==> config.mk <==
export PLATFORM = sky130hd
export DESIGN_NAME = ex_writeback_flat
export DESIGN_NICKNAME = d
export VERILOG_FILES = /design/src/rtl/ex_writeback_if.sv /design/src/rtl/ex_writeback.sv /design/src/flat_wrapper.sv
export SDC_FILE = /design/constraint.sdc
export NUM_CORES = 1
export LEC_CHECK = 0
export CAP_MARGIN = 20
export CORE_MARGIN = 5
export CORE_UTILIZATION = 35
export DETAILED_ROUTE_END_ITERATION = 12
export GPL_TIMING_DRIVEN = 1
export PLACE_DENSITY = 0.69
export REMOVE_ABC_BUFFERS = 1
export SLEW_MARGIN = 25
export SYNTH_ARGS = -nofsm -noshare
export SYNTH_HDL_FRONTEND = slang
export SYNTH_SLANG_ARGS = --single-unit
==> constraint.sdc <==
create_clock -name clk -period 2.49 [get_ports clk]
set_clock_uncertainty 0.1 [all_clocks]
set_input_delay 0.3735 -clock clk [delete_from_list [all_inputs] [get_ports clk]]
set_output_delay 0.3735 -clock clk [all_outputs]
set_load 0.02 [all_outputs]
==> src/rtl/ex_writeback_if.sv <==
// ex_writeback_if: ALU-result handshake bus feeding the writeback stage.
//   master : upstream ALU side (drives result, opcode, operand signs, in_valid)
//   slave  : writeback stage (drives in_ready)
// Signals: in_valid/in_ready handshake, opco, funct, rd, a_msb, b_msb,
//          result_in (bit DW is carry-out), hi_in/lo_in product halves.
interface ex_writeback_if #(
  parameter int DW = 16,
  parameter int RA = 3
);
  logic          in_valid;
  logic          in_ready;
  logic [3:0]    opco;
  logic [2:0]    funct;
  logic [RA-1:0] rd;
  logic          a_msb;
  logic          b_msb;
  logic [DW:0]   result_in;
  logic [DW:0]   hi_in;
  logic [DW:0]   lo_in;

  modport master (
    output in_valid, opco, funct, rd, a_msb, b_msb, result_in, hi_in, lo_in,
    input  in_ready
  );

  modport slave (
    input  in_valid, opco, funct, rd, a_msb, b_msb, result_in, hi_in, lo_in,
    output in_ready
  );
endinterface

==> src/rtl/ex_writeback.sv <==
// ex_writeback: writeback stage behind the 16-bit ALU.
// Accepts one ALU result per handshake, drives the register-file write port,
// maintains the status flags (zer/neg/car/ovf) used by conditional adds and
// holds the HI/LO product registers. Multiplies write lo to rd, then hi to
// rd+1 (mod 2**RA) on the following cycle while upstream is stalled.
// Ports:
//   clk, rst           rising-edge clock, asynchronous active-high reset
//   up (slave)         ALU result handshake bus
//   rf_we/rf_waddr/rf_wdata  register-file write port (registered)
//   zer/neg/car/ovf    registered status flags
//   hi_reg/lo_reg      registered product halves
module ex_writeback #(
  parameter int DW = 16,
  parameter int RA = 3
) (
  input  logic          clk,
  input  logic          rst,
  ex_writeback_if.slave up,
  output logic          rf_we,
  output logic [RA-1:0] rf_waddr,
  output logic [DW-1:0] rf_wdata,
  output logic          zer,
  output logic          neg,
  output logic          car,
  output logic          ovf,
  output logic [DW-1:0] hi_reg,
  output logic [DW-1:0] lo_reg
);

  localparam logic [0:0] S_IDLE  = 1'b0;
  localparam logic [0:0] S_WB_HI = 1'b1;

  localparam logic [3:0] OP_ALU = 4'd0;
  localparam logic [3:0] OP_SHL = 4'd1;
  localparam logic [3:0] OP_SHR = 4'd2;
  localparam logic [3:0] OP_OR  = 4'd3;
  localparam logic [3:0] OP_AND = 4'd4;
  localparam logic [3:0] OP_MUL = 4'd10;

  logic [0:0]    state;
  logic          do_wr;
  logic          is_mul;
  logic [DW-1:0] wdat;
  logic          zer_n, neg_n, car_n, ovf_n;

  // Carry-out bits of the product halves are never used.
  logic          unused_bits;
  assign unused_bits = ^{up.hi_in[DW], up.lo_in[DW]};

  assign up.in_ready = (state == S_IDLE);

  // Classify the incoming op; conditional adds test the flags as registered
  // at the accept edge, so back-to-back ops see the previous op's flags.
  always_comb begin
    do_wr  = 1'b0;
    is_mul = 1'b0;
    wdat   = up.result_in[DW-1:0];
    car_n  = 1'b0;
    ovf_n  = 1'b0;
    case (up.opco)
      OP_ALU: begin
        case (up.funct)
          3'd0:    do_wr = 1'b1;
          3'd1:    do_wr = neg;
          3'd2:    do_wr = zer;
          default: do_wr = 1'b0;
        endcase
        car_n = up.result_in[DW];
        ovf_n = (up.a_msb == up.b_msb) && (up.result_in[DW-1] != up.a_msb);
      end
      OP_SHL: begin
        do_wr = 1'b1;
        car_n = up.result_in[DW];
      end
      OP_SHR, OP_OR, OP_AND: do_wr = 1'b1;
      OP_MUL: begin
        do_wr  = 1'b1;
        is_mul = 1'b1;
        wdat   = up.lo_in[DW-1:0];
      end
      default: do_wr = 1'b0;
    endcase
    if (is_mul) begin
      zer_n = ({up.hi_in[DW-1:0], up.lo_in[DW-1:0]} == '0);
      neg_n = up.hi_in[DW-1];
    end else begin
      zer_n = (wdat == '0);
      neg_n = wdat[DW-1];
    end
  end

  always_ff @(posedge clk or posedge rst) begin
    if (rst) begin
      state    <= S_IDLE;
      rf_we    <= 1'b0;
      rf_waddr <= '0;
      rf_wdata <= '0;
      zer      <= 1'b0;
      neg      <= 1'b0;
      car      <= 1'b0;
      ovf      <= 1'b0;
      hi_reg   <= '0;
      lo_reg   <= '0;
    end else begin
      rf_we <= 1'b0;
      case (state)
        S_IDLE: begin
          if (up.in_valid && do_wr) begin
            rf_we    <= 1'b1;
            rf_waddr <= up.rd;
            rf_wdata <= wdat;
            zer      <= zer_n;
            neg      <= neg_n;
            car      <= car_n;
            ovf      <= ovf_n;
            if (is_mul) begin
              hi_reg <= up.hi_in[DW-1:0];
              lo_reg <= up.lo_in[DW-1:0];
              state  <= S_WB_HI;
            end
          end
        end
        S_WB_HI: begin
          // rf_waddr still holds rd from the lo write; hi_reg already holds
          // the hi half, so no separate pending-write storage is needed.
          rf_we    <= 1'b1;
          rf_waddr <= rf_waddr + RA'(1);
          rf_wdata <= hi_reg;
          state    <= S_IDLE;
        end
        default: state <= S_IDLE;
      endcase
    end
  end

endmodule

==> src/flat_wrapper.sv <==
// flat-port wrapper written by rule: the top's interface ports become plain ports
module ex_writeback_flat 
#(
  parameter int DW = 16,
  parameter int RA = 3
)
  (clk, rst, rf_we, rf_waddr, rf_wdata, zer, neg, car, ovf, hi_reg, lo_reg, up_in_valid, up_opco, up_funct, up_rd, up_a_msb, up_b_msb, up_result_in, up_hi_in, up_lo_in, up_in_ready);
  ex_writeback_if #(.DW(DW), .RA(RA)) up_i ();
  input  logic clk;
  input  logic rst;
  output logic rf_we;
  output logic [RA-1:0] rf_waddr;
  output logic [DW-1:0] rf_wdata;
  output logic zer;
  output logic neg;
  output logic car;
  output logic ovf;
  output logic [DW-1:0] hi_reg;
  output logic [DW-1:0] lo_reg;
  input wire logic [$bits(up_i.in_valid)-1:0] up_in_valid;
  input wire logic [$bits(up_i.opco)-1:0] up_opco;
  input wire logic [$bits(up_i.funct)-1:0] up_funct;
  input wire logic [$bits(up_i.rd)-1:0] up_rd;
  input wire logic [$bits(up_i.a_msb)-1:0] up_a_msb;
  input wire logic [$bits(up_i.b_msb)-1:0] up_b_msb;
  input wire logic [$bits(up_i.result_in)-1:0] up_result_in;
  input wire logic [$bits(up_i.hi_in)-1:0] up_hi_in;
  input wire logic [$bits(up_i.lo_in)-1:0] up_lo_in;
  output wire logic [$bits(up_i.in_ready)-1:0] up_in_ready;
  assign up_i.in_valid = up_in_valid;
  assign up_i.opco = up_opco;
  assign up_i.funct = up_funct;
  assign up_i.rd = up_rd;
  assign up_i.a_msb = up_a_msb;
  assign up_i.b_msb = up_b_msb;
  assign up_i.result_in = up_result_in;
  assign up_i.hi_in = up_hi_in;
  assign up_i.lo_in = up_lo_in;
  assign up_in_ready = up_i.in_ready;
  ex_writeback #(.DW(DW), .RA(RA)) u_core (.clk(clk), .rst(rst), .up(up_i), .rf_we(rf_we), .rf_waddr(rf_waddr), .rf_wdata(rf_wdata), .zer(zer), .neg(neg), .car(car), .ovf(ovf), .hi_reg(hi_reg), .lo_reg(lo_reg));
endmodule
==> flow_summary.ini, run 1 <==
[final_layout]
multi_input_area_um2 = 1202
layout-drive-gt1-share_pct = 21.05
stdcell_area_um2 = 4263
syn2layout_area_growth_pct = 57.44
fillers = 687
regArea_um2 = 1426
final_util_pct = 55.74
finalNetCount = 424
diodes = 0

[global_route]
track_usage_pct = 16.84
grt_start_max_net_pins = 58
gr-total-overflow = 0
gr-usage-met3_pct = 6.500
antenna_found_initial = 0
use_met1_pct = 21.09
top_usage_layer = met2
grt_pass1_wl_um = 12800
grt_pass1_vias = 2428
use_met2_pct = 27.02

[timing]
timing.setup.tns_ns = 0
slew_headroom_pct = 65.30
finalHoldViolations = 0
rsz0062_at_grt = false
finalCriticalPeriod_ns = 2.083
max_freq_mhz = 480.1
whs_ns = 0.3350
finalCritPeriodShare_pct = 83.64
finalSetupViolCount = 0
final_max_slew_viol_count = 0
worst_pin_slew_ns = 0.5158

[routing]
routed_wl_um = 7919
viasPerCell = 4.931
drtIter0Drc = 74
drt_pass1_iterations = 4
avgRoutedWirePerCell_um = 17.10
drc_errors = 0
ant_nets = 0
vias = 2283

[hold_path]
hold_path_class = in2async

[critical_path]
rr_worst_depth = 6
cp_max_fo = 12
critPathLaunchType = input pin
criticalPathCategory = in2reg
end_kind = flip-flop
arrival_ns = 2.17
cp.required_ns = 2.58

[floorplanning]
fp.dieH_um = 97.96
die_w_um = 97.96
die-area_um2 = 9595
rows = 32
ios = 123
core_area_um2 = 7647
start_util_pct = 35.41

[cts]
cts-buffers-inserted = 9
clk_pin_slew_ns = 0.07
htreeDepth = 3
clockBufferDepth = 2
cts_root_buf = clkbuf_8
insertion_delay_ns = 0.33
cts_hold_buf = 0
postCtsSetupBuffers = 0
cts_resized = 0
cts.sinks = 57
cts_tree = built

[pwr]
p_leak_nw = 1.722
power_frac_clock_pct = 26.2
power-per-cell-area_nw_per_um2 = 782.4
vdd_drop_max_mv = 0.3572
p_seq_share_pct = 38.4
p_sw_share_pct = 31.52
power.internal_mw = 2.284
combPwrFrac_pct = 35.3
p_switching_mw = 1.051

[yosys]
ys_ff_latch = 57
syn_avg_cell_area_um2 = 11.98
netlist_area_um2 = 2708
synth_top_area_share_pct = 52.68
synth_edf_count = 0
synth_area_leader_cell = dfrtp_1
yosysUniqueCellTypes = 32
ys_warn_count = 0
synthArstFlopShare_pct = 100.0
synth_area_leaders = dfrtp_1, mux2_2, mux2i_1
synth_commonest_cells = dfrtp_1, mux2_2, nand2_1
yosys.cell_count.top_type = dfrtp_1
ys_seq_area_share_pct = 52.68
synthCells = 226
synth-main-ff-cell = dfrtp_1

[status]
run_status = finished clean

[placed_design]
gp_congestion = 0.7791
dpl.hpwl_um = 5949
portBuffers = 120
placed_area_um2 = 4068

[job]
drv_cap = 0
==> worst max-delay path, stage by stage <==
cell	delay, ns
clkdlybuf4s50_1	0.42
or3_1	0.37
a211o_1	0.29
a21oi_2	0.16
buf_4	0.25
mux2i_1	0.21
o21ai_0	0.10
==> placed cells by master, fill, tap and decap left out <==
| cell | instances |
|---|---|
| clkinv_2 | 2 |
| and4_1 | 1 |
| a211oi_2 | 1 |
| or3_1 | 2 |
| a21oi_2 | 1 |
| clkbuf_8 | 11 |
| buf_4 | 9 |
| dfrtp_1 | 57 |
| mux2i_1 | 17 |
| nor3_1 | 4 |
| mux2_2 | 48 |
| inv_2 | 1 |
| nor4b_1 | 1 |
| o21ai_1 | 7 |
| clkdlybuf4s50_1 | 120 |
| bufinv_16 | 1 |
| nor3b_1 | 1 |
| nand4b_1 | 1 |
| o21ai_0 | 13 |
| nand3_1 | 2 |
| buf_12 | 1 |
| clkbuf_1 | 1 |
| inv_1 | 5 |
| ha_1 | 1 |
| nor3b_2 | 1 |
| nor4_1 | 12 |
| a211oi_1 | 1 |
| nand3b_1 | 1 |
| a211o_1 | 1 |
| nand2_1 | 19 |
| nor2_1 | 4 |
| nand4_1 | 3 |
| nor2b_1 | 1 |
| a21o_1 | 1 |
| a21oi_1 | 6 |
| o311ai_0 | 1 |
| nand2b_1 | 2 |
==> power groups by stage <==
stage / sequential, mW / combinational [mW] / clock (mW)
after global routing: 1.31 / 1.26 / 0.941
after global placement: 1.29 / 1.18 / 0
final: 1.28 / 1.18 / 0.875
after CTS: 1.28 / 1.20 / 0.896
after floorplan: 1.55 / 0.268 / 0
after detailed placement: 1.30 / 1.19 / 0
==> metrics by stage <==
step / std cells / worst slack (ns) / total power, mW
after global routing: 463 / 0.2705 / 3.509
after global placement: 448 / 0.1176 / 2.467
final: 463 / 0.4073 / 3.335
after floorplan: 216 / -0.3340 / 1.820
after detailed placement: 448 / 0.06360 / 2.490
after CTS: 463 / 0.4131 / 3.376
==> layout make-up <==
class                   instances  area share [%]
well taps                     102           2.994
inverters                       6          0.5283
flip-flops and latches         57           33.46
multi-input cells             153           28.21
clock inverters                 3          0.9392
clock buffers                  12           3.640
repair buffers                130           30.23
==> final timing paths <==
kind | endpoint | slack (ns) | startpoint
max | u_core.rf_wdata[13] | 0.41 | up_opco[3]
min | u_core.lo_reg[2] | 0.34 | rst
max reg2reg | u_core.rf_wdata[13] | 0.72 | u_core.neg
min reg2reg | u_core.lo_reg[4] | 0.40 | u_core.lo_reg[4]
max in group asynchronous | u_core.lo_reg[11] | 1.69 | rst
min in group clk | u_core.lo_reg[4] | 0.40 | u_core.lo_reg[4]
==> logic make-up after synthesis <==
family | Yosys count | share of synthesized area, %
AO/OA/AOI/OAI | 32 | 6.793
multiplexers | 65 | 26.25
flip-flops | 57 | 52.68
adder cells (fa/ha/maj) | 1 | 0.4620
AND/OR/NAND/NOR | 55 | 10.91
buffers and inverters | 16 | 2.911
==> layer usage <==
layer / vias to the layer above / wire length [um] / part of all wire [%]
li1: 1094 / - / -
met1: 1107 / 3465 / 44
met2: 73 / 3781 / 48
met3: 9 / 589 / 7.4
met4: 0 / 83 / 1.0
met5: - / 0 / 0
Power figures use the tool's default switching activity.
==> inputs of run 2 (changes only) <==
==> constraint.sdc (replaced) <==
create_clock -name clk -period 2.1 [get_ports clk]
set_clock_uncertainty 0.1 [all_clocks]
set_input_delay 0.315 -clock clk [delete_from_list [all_inputs] [get_ports clk]]
set_output_delay 0.315 -clock clk [all_outputs]
set_load 0.02 [all_outputs]
==> run 2 against run 1 <==
Effect of this change:
- clock power up 12%
- largest power group unchanged
- combinational power grew 19%
- design area grew 0.79%
==> flow_summary.ini, run 2 (synthesized netlist as in run 1, its figures left out) <==
[timing]
slew_headroom_pct = 69.87
rsz0062_at_grt = false
finalCritPeriodShare_pct = 93.43
max_freq_mhz = 509.7
finalCriticalPeriod_ns = 1.962
finalHoldViolations = 0
worst_pin_slew_ns = 0.4478
finalSetupViolCount = 0
final_max_slew_viol_count = 0

[floorplanning]
start_util_pct = 35.41
fp.dieH_um = 97.96
ios = 123
die_w_um = 97.96
rows = 32
core_area_um2 = 7647
die-area_um2 = 9595

[final_layout]
syn2layout_area_growth_pct = 58.69
layout_common_cells = clkdlybuf4s50_1, dfrtp_1, mux2_2, nand2_1, mux2i_1
finalNetCount = 427
layout-drive-gt1-share_pct = 21.64
stdcell_area_um2 = 4297
layout_commonest_cell = clkdlybuf4s50_1
diodes = 0
final_util_pct = 56.18

[routing]
routed_wl_um = 7775
drtIter0Drc = 58
drt_pass1_iterations = 4
viasPerCell = 4.786
drc_errors = 0
avgRoutedWirePerCell_um = 16.65
vias = 2235
ant_nets = 0

[hold_path]
hold_path_class = in2async

[critical_path]
timing.critical_path.cells = clkdlybuf4s50_1 -> or3_1 -> a211o_1 -> a21oi_2 -> buf_12 -> mux2i_1 -> o21ai_0
r2r_slack_ns = 0.41
crit-reg2reg-launch = u_core.neg
worst_path_max_delay_cell = clkdlybuf4s50_1
rr_worst_depth = 6
cp.required_ns = 2.19
cpPeakStageDelay_ns = 0.42
critPathLaunchType = input pin
crit_buf_inv = 2
arrival_ns = 2.05
end_kind = flip-flop
cp_max_fo = 19
critPathTopFamily = buffers and inverters
criticalPathCategory = in2reg
r2r_end = u_core.rf_wdata[9]

[cts]
clk_pin_slew_ns = 0.07
htreeDepth = 3
postCtsSetupBuffers = 0
cts-buffers-inserted = 9
insertion_delay_ns = 0.33
clockBufferDepth = 2
cts.sinks = 57
cts_tree = built
cts_root_buf = clkbuf_8
cts_hold_buf = 0
cts_resized = 0

[placed_design]
gp_congestion = 0.7979
dpl.hpwl_um = 5905
portBuffers = 120
placed_area_um2 = 4103

[global_route]
grt_pass1_wl_um = 12790
track_usage_pct = 16.87
gr-total-overflow = 0
grt_pass1_vias = 2458
grt_start_max_net_pins = 39
antenna_found_initial = 0

[status]
run_status = finished clean

[pwr]
vdd_drop_max_mv = 0.4662
power-per-cell-area_nw_per_um2 = 907.8
p_leak_nw = 1.734

[job]
drv_cap = 0
run 2: cell count changes in the layout (fill, tap and decap cells not counted):
cell	delta
buf_4	+2
clkbuf_8	+2
clkinv_2	-2
buf_12	+1
bufinv_16	-1
clkbuf_1	+1
clkinvlp_4	+1
run 2: routing by layer:
metal,up-vias,wire [um],GRT usage [%]
met5,-,0,0
met1,1047,3294,20.70
met4,0,150,7.348
met2,75,3718,26.81
met3,13,611,6.000
li1,1100,-,-
run 2: layout make-up:
type,instances,area [um2]
well taps,102,127.6
clock inverters,1,7.507
repair buffers,133,1324
flip-flops and latches,57,1426
fillers,680,3351
multi-input cells,153,1202
clock buffers,15,186.4
inverters,6,22.52
run 2: worst max path at each step:
stage	startpoint	to	slack, ns	cells after the start
floorplan	u_core.state	u_core.hi_reg[0]	-0.72	3
global placement	up_opco[3]	u_core.rf_waddr[2]	-0.18	7
detailed placement	up_opco[3]	u_core.rf_waddr[2]	-0.19	7
CTS	up_opco[3]	u_core.rf_wdata[6]	0.15	7
global route	up_opco[3]	u_core.rf_waddr[2]	0.01	8
finish	up_opco[3]	u_core.rf_wdata[9]	0.14	7
run 2: per-stage QoR:
stage / setup TNS [ns] / total power, mW / instances / hold WS (ns) / setup slack, ns
6_report: 0 / 3.900 / 467 / 0.2748 / 0.1380
2_1_floorplan: -27.14 / 2.158 / 216 / 0.3535 / -0.7240
5_1_grt: 0 / 4.126 / 467 / 0.3003 / 0.01193
4_1_cts: 0 / 3.958 / 467 / 0.2767 / 0.1469
3_3_place_gp: -3.253 / 2.931 / 451 / 0.3875 / -0.1816
3_5_place_dp: -3.397 / 2.953 / 451 / 0.3915 / -0.1920
run 2: power breakdown:
| part | internal [mW] | total [mW] | switching, mW | leakage, nW |
|---|---|---|---|---|
| Combinational | 0.754 | 1.40 | 0.648 | 0.944 |
| Sequential | 1.36 | 1.51 | 0.159 | 0.694 |
| Clock | 0.559 | 0.984 | 0.425 | 0.0960 |
| Total | 2.67 | 3.90 | 1.23 | 1.73 |
run 2: worst reg2reg max path: stages (launching register included):
cell	delay, ns
dfrtp_1	0.38
nand2b_1	0.07
a211o_1	0.32
a21oi_2	0.18
buf_12	0.20
mux2i_1	0.20
o21ai_0	0.09
